===== config.mk =====
export PLATFORM = sky130hd
export DESIGN_NAME = game_mem_arbiter
export DESIGN_NICKNAME = d
export VERILOG_FILES = /design/src/rtl/game_mem_arbiter.sv
export SDC_FILE = /design/constraint.sdc
export NUM_CORES = 1
export LEC_CHECK = 0
export BUFFER_PORTS_ARGS = -buffer_cell sky130_fd_sc_hd__buf_4
export CORE_MARGIN = 2
export CORE_UTILIZATION = 25
export CTS_BUF_LIST = sky130_fd_sc_hd__clkbuf_4
export DETAILED_ROUTE_END_ITERATION = 12
export HOLD_SLACK_MARGIN = 0.15
export PLACE_DENSITY = 0.49
export SLEW_MARGIN = 15
export SYNTH_ARGS = -nofsm -noshare
export SYNTH_HDL_FRONTEND = slang
export SYNTH_SLANG_ARGS = --single-unit

===== constraint.sdc =====
create_clock -name clk -period 3.5 [get_ports clk]
set_input_delay 0.175 -clock clk [delete_from_list [all_inputs] [get_ports clk]]
set_output_delay 0.175 -clock clk [all_outputs]
set_load 0.03 [all_outputs]

===== src/rtl/game_mem_arbiter.sv =====
// Single-port arbiter/sequencer for the 16x8 game memory shared by keyboard, game-logic and display.
// Define GAME_MEM_ARB_RR_EN for round-robin arbitration (kb -> gl -> dp); default is fixed gl > kb > dp.
module game_mem_arbiter #(
  parameter int ADDR_W = 4,
  parameter int DATA_W = 8
) (
  input  logic              clk,
  input  logic              rstn,
  input  logic              kb_req,
  input  logic [ADDR_W-1:0] kb_addr,
  input  logic [DATA_W-1:0] kb_wdata,
  output logic              kb_gnt,
  input  logic              gl_req,
  input  logic              gl_we,
  input  logic              gl_lock,
  input  logic [ADDR_W-1:0] gl_addr,
  input  logic [DATA_W-1:0] gl_wdata,
  output logic              gl_gnt,
  output logic              gl_rvalid,
  output logic [DATA_W-1:0] gl_rdata,
  input  logic              dp_req,
  input  logic [ADDR_W-1:0] dp_addr,
  output logic              dp_gnt,
  output logic              dp_rvalid,
  output logic [DATA_W-1:0] dp_rdata,
  output logic              mem_we,
  output logic [ADDR_W-1:0] mem_addr,
  output logic [DATA_W-1:0] mem_wdata,
  input  logic [DATA_W-1:0] mem_rdata,
  output logic              busy
);

  typedef enum logic [1:0] {IDLE, ACCESS, RESP} state_t;
  typedef enum logic [1:0] {
    OWN_KB   = 2'd0,
    OWN_GL   = 2'd1,
    OWN_DP   = 2'd2,
    OWN_NONE = 2'd3
  } owner_t;

  state_t            state;
  owner_t            owner;
  owner_t            last_owner;
  owner_t            win;
  logic              we_q;
  logic [DATA_W-1:0] gl_rdata_q;
  logic [DATA_W-1:0] dp_rdata_q;
  logic              lock_active;
  logic              elig_kb;
  logic              elig_gl;
  logic              elig_dp;
  logic              any_req;
  logic              win_we;
  logic [ADDR_W-1:0] win_addr;
  logic [DATA_W-1:0] win_wdata;

`ifdef GAME_MEM_ARB_RR_EN
  owner_t rr_ptr;

  function automatic owner_t next_owner(input owner_t o);
    case (o)
      OWN_KB:  return OWN_GL;
      OWN_GL:  return OWN_DP;
      default: return OWN_KB;
    endcase
  endfunction
`endif

  // Lock keeps the memory for game-logic between its read and the follow-up clear.
  always_comb begin
    lock_active = gl_lock && (last_owner == OWN_GL);
    elig_kb     = kb_req && !lock_active;
    elig_gl     = gl_req;
    elig_dp     = dp_req && !lock_active;
    any_req     = elig_kb || elig_gl || elig_dp;
    win         = OWN_NONE;
`ifdef GAME_MEM_ARB_RR_EN
    case (rr_ptr)
      OWN_GL: begin
        if (elig_gl)      win = OWN_GL;
        else if (elig_dp) win = OWN_DP;
        else if (elig_kb) win = OWN_KB;
      end
      OWN_DP: begin
        if (elig_dp)      win = OWN_DP;
        else if (elig_kb) win = OWN_KB;
        else if (elig_gl) win = OWN_GL;
      end
      default: begin
        if (elig_kb)      win = OWN_KB;
        else if (elig_gl) win = OWN_GL;
        else if (elig_dp) win = OWN_DP;
      end
    endcase
`else
    if (elig_gl)      win = OWN_GL;
    else if (elig_kb) win = OWN_KB;
    else if (elig_dp) win = OWN_DP;
`endif
  end

  always_comb begin
    win_we    = 1'b0;
    win_addr  = '0;
    win_wdata = '0;
    case (win)
      OWN_KB: begin
        win_we    = 1'b1;
        win_addr  = kb_addr;
        win_wdata = kb_wdata;
      end
      OWN_GL: begin
        win_we    = gl_we;
        win_addr  = gl_addr;
        win_wdata = gl_wdata;
      end
      OWN_DP: begin
        win_addr  = dp_addr;
      end
      default: begin
        win_we    = 1'b0;
      end
    endcase
  end

  always_ff @(posedge clk or negedge rstn) begin
    if (!rstn) begin
      state      <= IDLE;
      owner      <= OWN_NONE;
      last_owner <= OWN_NONE;
      we_q       <= 1'b0;
      kb_gnt     <= 1'b0;
      gl_gnt     <= 1'b0;
      dp_gnt     <= 1'b0;
      gl_rvalid  <= 1'b0;
      dp_rvalid  <= 1'b0;
      mem_we     <= 1'b0;
      mem_addr   <= '0;
      mem_wdata  <= '0;
      gl_rdata_q <= '0;
      dp_rdata_q <= '0;
      busy       <= 1'b0;
`ifdef GAME_MEM_ARB_RR_EN
      rr_ptr     <= OWN_KB;
`endif
    end else begin
      kb_gnt    <= 1'b0;
      gl_gnt    <= 1'b0;
      dp_gnt    <= 1'b0;
      gl_rvalid <= 1'b0;
      dp_rvalid <= 1'b0;
      mem_we    <= 1'b0;
      case (state)
        IDLE: begin
          if (any_req) begin
            state      <= ACCESS;
            busy       <= 1'b1;
            owner      <= win;
            last_owner <= win;
            we_q       <= win_we;
            mem_we     <= win_we;
            mem_addr   <= win_addr;
            mem_wdata  <= win_wdata;
            kb_gnt     <= (win == OWN_KB);
            gl_gnt     <= (win == OWN_GL);
            dp_gnt     <= (win == OWN_DP);
`ifdef GAME_MEM_ARB_RR_EN
            rr_ptr     <= next_owner(win);
`endif
          end
        end
        ACCESS: begin
          if (we_q) begin
            state <= IDLE;
            busy  <= 1'b0;
          end else begin
            state     <= RESP;
            gl_rvalid <= (owner == OWN_GL);
            dp_rvalid <= (owner == OWN_DP);
          end
        end
        RESP: begin
          if (owner == OWN_GL) gl_rdata_q <= mem_rdata;
          if (owner == OWN_DP) dp_rdata_q <= mem_rdata;
          state <= IDLE;
          busy  <= 1'b0;
        end
        default: begin
          state <= IDLE;
          busy  <= 1'b0;
        end
      endcase
    end
  end

  // Memory data arrives during RESP; bypass it so rdata is valid alongside rvalid.
  assign gl_rdata = (state == RESP && owner == OWN_GL) ? mem_rdata : gl_rdata_q;
  assign dp_rdata = (state == RESP && owner == OWN_DP) ? mem_rdata : dp_rdata_q;

endmodule


* After elaboration in Yosys (flattened, before gate mapping)
Index checks and enable logic that the tools add are counted.
Storage, ports and cells: input port bits 43, bits in registers 40
Operators by class: mux-type cells 26, equal/unequal tests 8, reductions and logical operators 14
Operators by type and width (count):
- 2-to-1 mux 8 bit | 2
- case mux 8 bit (2 select lines) | 1
- 2-to-1 mux 1 bit | 15
- case mux 4 bit (3 select lines) | 1
- 2-to-1 mux 2 bit | 4
- AND reduction 2 bit | 4
- == test 2 x 1 -> 1 bit, second input constant | 3
- == test 2 bit, second input constant | 3
- logical AND 1 bit | 5
- zero test 2 bit | 2
- != test 2 bit, second input constant | 2
- case mux 1 bit (2 select lines) | 2
- case mux 2 bit (2 select lines) | 1
- logical OR 1 bit | 2
- zero test 1 bit | 1

* Depth between registers and ports, before layout
Gate-level depths: netlist of run 1.
word-level depth 11, gate-level depth with buffers 5

* Worst setup path before layout of run 1
OpenSTA, ideal clock, no wires.
kind register to register, start point reg, netlist name last_owner[0], end point reg gl_rdata_q[6], setup time 0.185 ns, arrival 1.352 ns, slack 1.963 ns, stages on the path, launching flop included 4, cell sequence dfstp_2 -> nand2b_1 -> nor2_4 -> mux2_1
RTL lines:
- to (signal assigned) | RTL line 183 | if (owner == OWN_GL) gl_rdata_q <= mem_rdata;
- to (decl) | RTL line 46 | logic [DATA_W-1:0] gl_rdata_q;

* Worst setup path after layout of run 1
start point reg last_owner[1], end point reg mem_addr[3]
On the way: word-level cells in the longest chain between the ends 9, elaborated cells on any way between the ends 15, classes of those cells eq/ne: 3; mux: 4; reduce/logical: 8
RTL lines:
- from (decl) | RTL line 43 | owner_t last_owner;
- from (signal assigned) | RTL line 159 | last_owner <= win;
- == test 2 x 1 -> 1 bit *
- logical AND 1 bit * | RTL line 71 | lock_active = gl_lock && (last_owner == OWN_GL);
- zero test 1 bit * | RTL line 72, 74
- logical AND 1 bit | RTL line 74 | elig_dp = dp_req && !lock_active;
- 2-to-1 mux 1 bit | RTL line 98 | else if (elig_dp) win = OWN_DP;
- 2-to-1 mux 2 bit | RTL line 97 | else if (elig_kb) win = OWN_KB;
- 2-to-1 mux 2 bit | RTL line 96 | if (elig_gl) win = OWN_GL;
- == test 2 bit, or another cell as far along | RTL line 106 | case (win)
- case mux 4 bit (3 select lines) | RTL line 106
- to (signal assigned) | RTL line 162 | mem_addr <= win_addr;
- to (decl) | RTL line 27 | output logic [ADDR_W-1:0] mem_addr,
Mark *: on every way between the ends. The rest lies on a longest branch, timed or not. A chain may end at the register's enable or synchronous reset.

==> results of run 1 <==
-- cell type report --
cell class,count,area (um2),area share (%)
sequential,40,1003,36.45
tap,80,100.1,3.636
timing repair buffer,111,918.4,33.36
clock inverter,3,13.76,0.5000
clock buffer,5,37.54,1.364
inverter,2,7.507,0.2727
multi-input combinational,74,671.9,24.41
-- logic make-up after synthesis --
family | Yosys count | share of synthesized area [%]
buffers and inverters | 7 | 2.759
AND/OR/NAND/NOR | 25 | 12.56
flip-flops | 40 | 58.24
AO/OA/AOI/OAI | 33 | 15.98
multiplexers | 16 | 10.46
-- how the worst max path moves through the flow --
| stage | startpoint | end | slack (ns) | cells after the start |
|---|---|---|---|---|
| 2_1_floorplan | last_owner[0]$_DFFE_PN1P_ | gl_rdata_q[6]$_DFFE_PN0P_ | 1.96 | 3 |
| 3_3_place_gp | last_owner[0]$_DFFE_PN1P_ | gl_rdata[7] | 1.80 | 4 |
| 3_5_place_dp | last_owner[0]$_DFFE_PN1P_ | gl_rdata[5] | 1.79 | 4 |
| 4_1_cts | last_owner[1]$_DFFE_PN1P_ | mem_addr[1]$_DFFE_PN0P_ | 1.16 | 5 |
| 5_1_grt | last_owner[1]$_DFFE_PN1P_ | mem_addr[3]$_DFFE_PN0P_ | 1.02 | 5 |
| 6_report | last_owner[1]$_DFFE_PN1P_ | mem_addr[3]$_DFFE_PN0P_ | 1.08 | 5 |
-- cell usage after synthesis (2+ instances only) --
cell type and instances:
o2bb2ai_1 9, nand2b_1 3, dfstp_2 2, nor2_4 2, a32oi_1 12, nor2b_1 2
mux2_2 15, nand4_1 4, nor2_1 4, buf_2 2, a21o_1 2, dfrtp_1 38
a31oi_1 8
-- worst max-delay path, delay by kind of cell (launching register included) --
family / cells / cell delay [ns]
buf+inv: 2 / 1.17
flops: 1 / 0.59
simple gates: 2 / 0.43
compound gates: 1 / 0.18
-- flip-flops by register name, indices dropped and copies added, names as in the netlist --
name and flops:
dp_gnt 1, mem_addr 4, we_q 1, state 2, last_owner 2, dp_rdata_q 8, mem_we 1, kb_gnt 1
mem_wdata 8, dp_rvalid 1, gl_rvalid 1, busy 1, gl_gnt 1, gl_rdata_q 8
-- per-stage QoR --
| stage | utilization (%) | power (mW) |
|---|---|---|
| after CTS | 40.82 | 2.197 |
| final | 40.97 | 2.176 |
| after detailed placement | 35.14 | 1.888 |
| after floorplan | - | 1.490 |
| after global placement | 35.14 | 1.879 |
| after global routing | 40.97 | 2.316 |
-- repair_timing --
item / CTS / global route
setup endpoints to repair: 0 / 0
hold buffers: 33 / 1
hold endpoints to repair: 69 / 1
-- layer usage --
layer	GRT usage (%)	vias up
met3	3.128	12
met2	22.07	63
met1	15.22	743
met4	5.682	0
met5	0	-
li1	-	698
-- where the power goes --
part           leakage [nW]  internal [mW]  switching (mW)
sequential            0.502          0.655           0.102
clock                0.0324         0.0739           0.151
combinational         0.729          0.498           0.697
-- cells in the final DEF, fill, tap and decap left out --
cell type / Yosys / final
nor3b_2: 1 / 1
nor2_2: 1 / 1
o2bb2ai_1: 9 / 9
and3_1: 1 / 1
nand3_4: 1 / 1
nand3b_4: 1 / 1
nand4bb_4: 1 / 1
o21ai_0: 1 / 1
dfrtp_1: 38 / 38
and4_1: 1 / 1
inv_1: 1 / 1
or3_4: 1 / 1
nand2b_1: 3 / 3
a21o_1: 2 / 2
nor2b_1: 2 / 2
mux2_1: 1 / 1
a31oi_4: 1 / 1
mux2_2: 15 / 15
a32oi_1: 12 / 12
inv_2: 1 / 1
dfstp_2: 2 / 2
clkinv_1: 0 / 1
buf_4: 0 / 77
clkinv_2: 0 / 2
or3b_2: 1 / 1
nor2_4: 2 / 2
a31oi_1: 8 / 8
dlygate4sd3_1: 0 / 34
nor2_1: 4 / 4
nand4_1: 4 / 4
nand2_1: 1 / 1
clkbuf_4: 0 / 5
==> key figures, run 1 <==
Outcome
  – Status: finished clean

Hold path
  – Hold Crit Depth: 3
  – Worst hold path class: in2reg
  – HP Start: kb_wdata[0]
  – Hold path endpoint: mem_wdata[0]$_DFFE_PN0P_

Routing
  – Residual DRC: 0
  – DR top layer: met4
  – Via/cell ratio: 4.813
  – DRT Wirelength: 4.828 mm
  – Routed Antenna Nets: 0
  – Via count: 1,516
  – Met2 routed WL: 2.459 mm
  – Drt first pass iters: 4
  – Metal3 WL: 264 um
  – Met1 WL: 1.994 mm
  – DR iter-0 viols: 40
  – WL/cell: 15.33 um

Setup path
  – Max stage delay on crit path: 0.59 ns
  – CP Capture Type: flip-flop
  – FF-to-FF Start: last_owner[1]$_DFFE_PN1P_
  – Startpoint type of the worst setup path: flip-flop
  – Crit path required time: 3.79 ns
  – Setup CP Type: reg2reg
  – Worst r2r path cells: 5
  – Worst path most repeated cell: dlygate4sd3_1
  – Reg2reg end: mem_addr[3]$_DFFE_PN0P_
  – Slowest-stage cell, CP: dfstp_2
  – Reg2reg setup slack: 1.08 ns
  – CP cell instances: nand3b_4 > nand4_1 > dlygate4sd3_1 > a31oi_1 > dlygate4sd3_1
  – Data arrival, critical path: 2.71 ns
  – Critical path peak fanout: 19

Clock tree
  – TritonCTS sink count: 40
  – CTS Buf Count: 5
  – Root Buffer: clkbuf_4
  – Post_cts resized: 0
  – H-tree depth: 2
  – Post-CTS Setup Inserts: 0
  – CTS tree: done
  – Clock latency on the worst-skew pair: 0.34 ns
  – Bufs on Longest Clock Path: 2
  – Clock transition at path regs: 0.12 ns

Placed design
  – Placed cell count: 273
  – Final Wtd Congestion: 0.7923
  – Detailed placement HPWL: 3.312 mm
  – Placed Area: 2361 um2
  – Dpl ws: 1.794 ns
  – Number of port buffers: 77

Global routing
  – Largest net degree at the start of global routing: 41
  – All-Layer GR Usage: 12.88%
  – Initial antenna violation count: 0
  – Vias in the first global route: 1,603
  – Global route overflow: 0
  – First-pass GRT wire length: 7.576 mm

Yosys
  – Synth cell types: 31
  – EDFF count, synth: 0
  – Synth area leader: dfrtp_1
  – Yosys warns: 0
  – Post-synthesis register bit count: 40
  – Primary FF master, synth: dfrtp_1
  – Mapped Cells: 121
  – Syn avg cell area: 14.24 um2
  – Register area share after synthesis: 58.24%
  – Synthesized Nets: 164
  – Mapped Area: 1723 um2
  – Async SR Flop Fraction: 100.0%
  – Synth top area cells: dfrtp_1, mux2_2, a32oi_1
  – Top-area cell type share of the netlist area: 55.19%

Timing
  – Final Cycle Share: 69.13%
  – PnR worst setup slack: 1.080 ns
  – Max Fclk: 413.3 MHz
  – Slew Limit Fails: 0
  – Worst-Margin Slew: 0.9340 ns
  – Hold WS: 0.1593 ns
  – Setup violators final: 0
  – Final TNS setup: 0 ns
  – Final Hold Fails: 0
  – Tmin final: 2.420 ns
  – Setup repair after global routing missed its margin: no
  – Worst slew margin: 37.61%
  – Max Clock Skew: 0.008860 ns

Layout
  – Final net count: 277
  – Layout cells sized above 1: 47.66%
  – # fillers: 665
  – Diodes inserted: 0
  – Cell area after layout: 2753 um2
  – Non-filler cells, final: 315
  – Area Growth Syn to Fin: 59.77%

Floorplan
  – FP Rows: 30
  – Die width: 87.02 um
  – Die area: 7572 um2
  – Die height: 87.02 um
  – Core Area: 6719 um2
  – I/O Pins: 78
  – Initial Utilization: 25.64%

Power
  – Pwr dens: 790.5 nW/um2
  – Max VDD drop: 0.0002267 V
  – Leak Pwr: 1.264 nW

Job
  – # Max-Cap Violations: 0
Note: power is estimated with default switching activity, not from simulation.
==> inputs of run 2 (changes only) <==
Settings changed: PLACE_DENSITY 0.49 to 0.51.
Clock period 3.5 ns to 2.2 ns, I/O delays scaled along.
==> run 2 against run 1 <==
Compared with the run above: cell count increased by 2.5%; global-route usage grew 0.37 points; non-clock buffer count rose by 9; via count is 0.33% higher; hold slack gained 0.050 ns; combinational power increased by 55%; utilization increased by 1.3 points; highest routed layer unchanged.
==> key figures, run 2 (synthesis gave the netlist of run 1 again) <==
Timing
  – Slew Limit Fails: 0 (unchanged)
  – Final Hold Fails: 0 (unchanged)
  – Final Cycle Share: 90.94%
  – Tmin final: 2.001 ns
  – Worst-Margin Slew: 0.9057 ns (-0.02833 ns)
  – Max Clock Skew: 0.01045 ns (+0.001589 ns)
  – Worst slew margin: 39.50% (+1.9 points)
  – Setup violators final: 0 (unchanged)
  – Final TNS setup: 0 ns (unchanged)
  – Setup repair after global routing missed its margin: no
  – Max Fclk: 499.8 MHz
  – Hold WS: 0.2092 ns (+0.04995 ns)

Clock tree
  – H-tree depth: 2 (unchanged)
  – CTS Hold Bufs: 43 (+30%)
  – Root Buffer: clkbuf_4
  – TritonCTS sink count: 40 (unchanged)
  – Post-CTS Setup Inserts: 0 (unchanged)
  – Bufs on Longest Clock Path: 2 (unchanged)
  – CTS tree: done
  – CTS Buf Count: 5 (unchanged)
  – Clock latency on the worst-skew pair: 0.33 ns (about the same)
  – Clock transition at path regs: 0.12 ns (about the same)
  – Post_cts resized: 0 (unchanged)

Global routing
  – All-Layer GR Usage: 13.25% (+0.37 points)
  – Initial antenna violation count: 0 (unchanged)
  – M1 GR Usage: 16.91% (+1.7 points)
  – GRT met3 Usage: 3.128% (unchanged)
  – First-pass GRT wire length: 7.955 mm (+5.0%)
  – Global route overflow: 0 (unchanged)
  – GR Layer Usage met2: 22.69% (+0.62 points)
  – Vias in the first global route: 1,660 (+3.6%)
  – Layer with the highest usage: met2
  – Largest net degree at the start of global routing: 41 (unchanged)

Power
  – Max VDD drop: 0.0004625 V (+100%)
  – Leak Pwr: 1.291 nW (+2.1%)
  – Pwr dens: 1196 nW/um2 (+51%)

Routing
  – WL/cell: 15.15 um (-1.1%)
  – Via/cell ratio: 4.709 (-2.2%)
  – Drt first pass iters: 4 (unchanged)
  – Residual DRC: 0 (unchanged)
  – DRT Wirelength: 4.894 mm (+1.4%)
  – DR iter-0 viols: 39 (-2.5%)
  – Routed Antenna Nets: 0 (unchanged)
  – Via count: 1,521 (+0.33%)

Setup path
  – FF-to-FF Start: last_owner[0]$_DFFE_PN1P_
  – CP Capture Type: output port
  – Slowest-stage cell, CP: dfstp_2
  – CP cell instances: nand2b_1 > nor2_4 > mux2_2 > buf_4
  – Critical path peak fanout: 8 (-11)
  – Data arrival, critical path: 1.89 ns (-0.82 ns)
  – Setup crit start: last_owner[0]$_DFFE_PN1P_
  – Setup CP Type: reg2out
  – Max stage delay on crit path: 0.62 ns (+0.03 ns)
  – Crit path required time: 2.09 ns (-1.70 ns)
  – Startpoint type of the worst setup path: flip-flop

Floorplan
  – Die area: 7572 um2 (unchanged)
  – FP Rows: 30 (unchanged)
  – Initial Utilization: 25.64% (unchanged)
  – Die height: 87.02 um (unchanged)
  – I/O Pins: 78 (unchanged)
  – Core Area: 6719 um2 (unchanged)
  – Die width: 87.02 um (unchanged)

Placed design
  – Detailed placement HPWL: 3.254 mm (-1.8%)
  – Placed Area: 2361 um2 (unchanged)
  – Final Wtd Congestion: 0.7121 (-10%)
  – Number of port buffers: 77 (unchanged)

Layout
  – Multi-input gate area: 671.9 um2 (unchanged)
  – Final net count: 286 (+3.2%)
  – Seq. cell area: 1003 um2 (unchanged)
  – Layout cells sized above 1: 46.09% (-1.6 points)
  – Biggest regs: dp_rdata_q x8, gl_rdata_q x8, mem_wdata x8
  – Most frequent cells in the layout: buf_4, dlygate4sd3_1, dfrtp_1
  – Cell area after layout: 2841 um2 (+3.2%)
  – # fillers: 650 (-2.3%)
  – Diodes inserted: 0 (unchanged)
  – Commonest non-fill, non-tap cell in the layout: buf_4
  – Area Growth Syn to Fin: 64.92%
  – Final Core Density: 42.29% (+1.3 points)

Hold path
  – Worst hold path class: in2reg
  – HP Start: kb_req

Outcome
  – Status: finished clean

Job
  – # Max-Cap Violations: 0 (unchanged)
[run 2: cell count changes in the layout (fill, tap and decap cells not counted)]
cell / delta
dlygate4sd3_1: +9
clkbuf_4: +1
clkinv_1: -1
clkinv_2: -1
[run 2: critical path: cells and delay by family, from the launching register on]
kind                   cells  cell delay [ns]
buffers and inverters      1             0.17
and+or+nand+nor            2             0.39
muxes                      1             0.39
DFF                        1             0.62
[run 2: metrics by stage]
stage | cells | setup slack (ns) | power (mW)
floorplan | 121 | 0.6634 | 2.371
global placement | 273 | 0.5352 | 2.992
detailed placement | 273 | 0.5281 | 3.000
CTS | 323 | 0.1255 | 3.445
global route | 323 | 0.08209 | 3.625
finish | 323 | 0.1993 | 3.398
[run 2: worst paths after layout]
| kind | end | slack, ns | depth (start not counted) |
|---|---|---|---|
| max | gl_rdata[3] | 0.20 | 4 |
| min | mem_we$_DFF_PN0_ | 0.21 | 3 |
| max reg2reg | mem_addr[3]$_DFFE_PN0P_ | 0.28 | 4 |
| min reg2reg | gl_rdata_q[6]$_DFFE_PN0P_ | 0.51 | 1 |
| max in group asynchronous | last_owner[1]$_DFFE_PN1P_ | 1.55 | 2 |
| min in group asynchronous | state[1]$_DFFE_PN0P_ | 0.29 | 2 |
[run 2: power by group]
group | leakage [nW] | internal [mW] | switching [mW]
sequential | 0.502 | 1.04 | 0.151
clock | 0.0315 | 0.130 | 0.225
combinational | 0.757 | 0.747 | 1.10
total | 1.29 | 1.92 | 1.48
[run 2: final cells by class]
| cell class | instances | area share (%) |
|---|---|---|
| Multi-Input combinational cell | 74 | 23.65 |
| Timing Repair Buffer | 120 | 35.49 |
| Clock buffer | 6 | 1.585 |
| Sequential cell | 40 | 35.31 |
| Inverter | 2 | 0.2642 |
| Tap cell | 80 | 3.523 |
| Clock inverter | 1 | 0.1761 |
[run 2: layer usage]
metal,up-vias,routed length [um]
met1,752,2145
met4,0,15
met3,2,277
met5,-,0
met2,52,2456
li1,715,-
==> inputs of run 3 (changes only) <==
Settings changed: HOLD_SLACK_MARGIN 0.15 to unset, PLACE_DENSITY 0.51 to 0.49.
Clock period 2.2 ns to 2.35 ns, I/O delays scaled along.
==> run 3 against run 2 <==
Compared with the run above: global-route usage decreased by 0.98 points; clock power grew 24%; critical path depth stayed put; die area stayed put; utilization fell by 5.7 points; hold slack worse by 0.18 ns.
==> key figures, run 3 (synthesis gave the netlist of run 1 again) <==
Setup path
  – Setup CP Type: reg2out
  – Startpoint type of the worst setup path: flip-flop
  – Reg2reg setup slack: 0.83 ns (+0.55 ns)
  – CP cell instances: nand2b_1 > nor2_4 > mux2_2 > buf_4
  – Data arrival, critical path: 1.92 ns (+0.03 ns)
  – CP top delay family: flip-flops
  – CP Capture Type: output port
  – Buffers and inverters on the worst path: 1 (unchanged)
  – Slowest-stage cell, CP: dfstp_2
  – Crit path required time: 2.23 ns (+0.14 ns)
  – Max stage delay on crit path: 0.62 ns (about the same)
  – Critical path peak fanout: 8 (unchanged)

Routing
  – Residual DRC: 0 (unchanged)
  – DR iter-0 viols: 29 (-26%)
  – Routed Antenna Nets: 0 (unchanged)
  – WL/cell: 15.68 um (+3.5%)
  – Via count: 1,368 (-10%)
  – DRT Wirelength: 4.437 mm (-9.3%)
  – Drt first pass iters: 4 (unchanged)
  – Via/cell ratio: 4.834 (+2.7%)

Layout
  – Diodes inserted: 0 (unchanged)
  – # fillers: 675 (+3.8%)
  – Layout cells sized above 1: 54.68% (+8.6 points)
  – Final net count: 245 (-14%)
  – Area Growth Syn to Fin: 42.56%
  – Cell area after layout: 2456 um2 (-14%)
  – Commonest non-fill, non-tap cell in the layout: buf_4
  – Most frequent cells in the layout: buf_4, dfrtp_1, mux2_2
  – Biggest regs: dp_rdata_q x8, gl_rdata_q x8, mem_wdata x8

Power
  – Leak Pwr: 1.151 nW (-11%)
  – Pwr dens: 1309 nW/um2 (+9.5%)
  – Max VDD drop: 0.0003447 V (-25%)

Global routing
  – GRT met3 Usage: 2.654% (-0.47 points)
  – Layer with the highest usage: met2
  – Largest net degree at the start of global routing: 41 (unchanged)
  – All-Layer GR Usage: 12.27% (-0.98 points)
  – Initial antenna violation count: 0 (unchanged)
  – GR Layer Usage met2: 20.89% (-1.8 points)
  – Global route overflow: 0 (unchanged)
  – First-pass GRT wire length: 7.210 mm (-9.4%)
  – M1 GR Usage: 14.83% (-2.1 points)
  – Vias in the first global route: 1,487 (-10%)

Timing
  – Max Clock Skew: 0.01516 ns (+0.004716 ns)
  – Slew Limit Fails: 0 (unchanged)
  – Worst slew margin: 38.30% (-1.2 points)
  – Setup repair after global routing missed its margin: no
  – Tmin final: 2.038 ns
  – Worst-Margin Slew: 0.9236 ns (+0.01798 ns)
  – Setup violators final: 0 (unchanged)
  – Final TNS setup: 0 ns (unchanged)
  – Max Fclk: 490.7 MHz
  – Final Cycle Share: 86.72%
  – Final Hold Fails: 0 (unchanged)

Floorplan
  – Die height: 87.02 um (unchanged)
  – Die area: 7572 um2 (unchanged)
  – Core Area: 6719 um2 (unchanged)
  – Die width: 87.02 um (unchanged)
  – I/O Pins: 78 (unchanged)
  – FP Rows: 30 (unchanged)
  – Initial Utilization: 25.64% (unchanged)

Clock tree
  – Clock transition at path regs: 0.13 ns (about the same)
  – H-tree depth: 2 (unchanged)
  – TritonCTS sink count: 40 (unchanged)
  – Clock latency on the worst-skew pair: 0.35 ns (+0.02 ns)
  – Post_cts resized: 0 (unchanged)
  – CTS Buf Count: 5 (unchanged)
  – CTS Hold Bufs: 2 (-95%)
  – Root Buffer: clkbuf_4
  – Bufs on Longest Clock Path: 2 (unchanged)
  – CTS tree: done
  – Post-CTS Setup Inserts: 0 (unchanged)

Placed design
  – Final Wtd Congestion: 0.8143 (+14%)
  – Placed Area: 2361 um2 (unchanged)
  – Number of port buffers: 77 (unchanged)
  – Detailed placement HPWL: 3.239 mm (-0.46%)

Outcome
  – Status: finished clean

Job
  – # Max-Cap Violations: 0 (unchanged)

Hold path
  – Worst hold path class: in2reg
run 3: routing by layer:
layer  up-vias  routed length, um
met1       664               1834
met5         -                  0
met4         0                100
met3        12                282
met2        58               2218
li1        634                  -
run 3: metrics by stage:
stage	instances	util, %	worst slack [ns]	hold WS (ns)	total power, mW
final	283	36.55	0.3121	0.02502	3.215
after global routing	283	36.55	0.2198	0.01833	3.425
after CTS	283	36.55	0.2524	0.01132	3.269
after detailed placement	273	35.14	0.6725	0.1317	2.813
after global placement	273	35.14	0.7078	0.1386	2.802
after floorplan	121	-	0.8134	-0.1781	2.220
run 3: worst paths after layout:
path	from	endpoint	cells past startpoint
min in group asynchronous	rstn	dp_gnt$_DFF_PN0_	2
worst min-delay path	gl_wdata[6]	mem_wdata[6]$_DFFE_PN0P_	3
worst max-delay path	last_owner[0]$_DFFE_PN1P_	gl_rdata[5]	4
worst max register to register	last_owner[0]$_DFFE_PN1P_	mem_wdata[6]$_DFFE_PN0P_	3
max in group asynchronous	rstn	dp_rdata_q[5]$_DFFE_PN0P_	2
worst min register to register	gl_rdata_q[6]$_DFFE_PN0P_	gl_rdata_q[6]$_DFFE_PN0P_	1
run 3: worst register-to-register path, cell delays in order (launching register included):
cell and delay [ns]:
dfstp_2 0.62, nand3b_4 0.24, a31oi_4 0.44, o2bb2ai_1 0.12
run 3: cell type report:
class / instances / area (um2) / share of cell area [%]
clock buffers: 5 / 37.54 / 1.528
multi-input cells: 74 / 671.9 / 27.36
inverters: 2 / 7.507 / 0.3057
well taps: 80 / 100.1 / 4.075
repair buffers: 79 / 598.1 / 24.35
flip-flops and latches: 40 / 1003 / 40.86
clock inverters: 3 / 37.54 / 1.528
run 3: report_power, final:
| part | leakage, nW | switching (mW) | internal (mW) |
|---|---|---|---|
| clock network | 0.0403 | 0.225 | 0.217 |
| registers | 0.502 | 0.145 | 0.975 |
| logic | 0.608 | 1.01 | 0.644 |
| total | 1.15 | 1.38 | 1.84 |
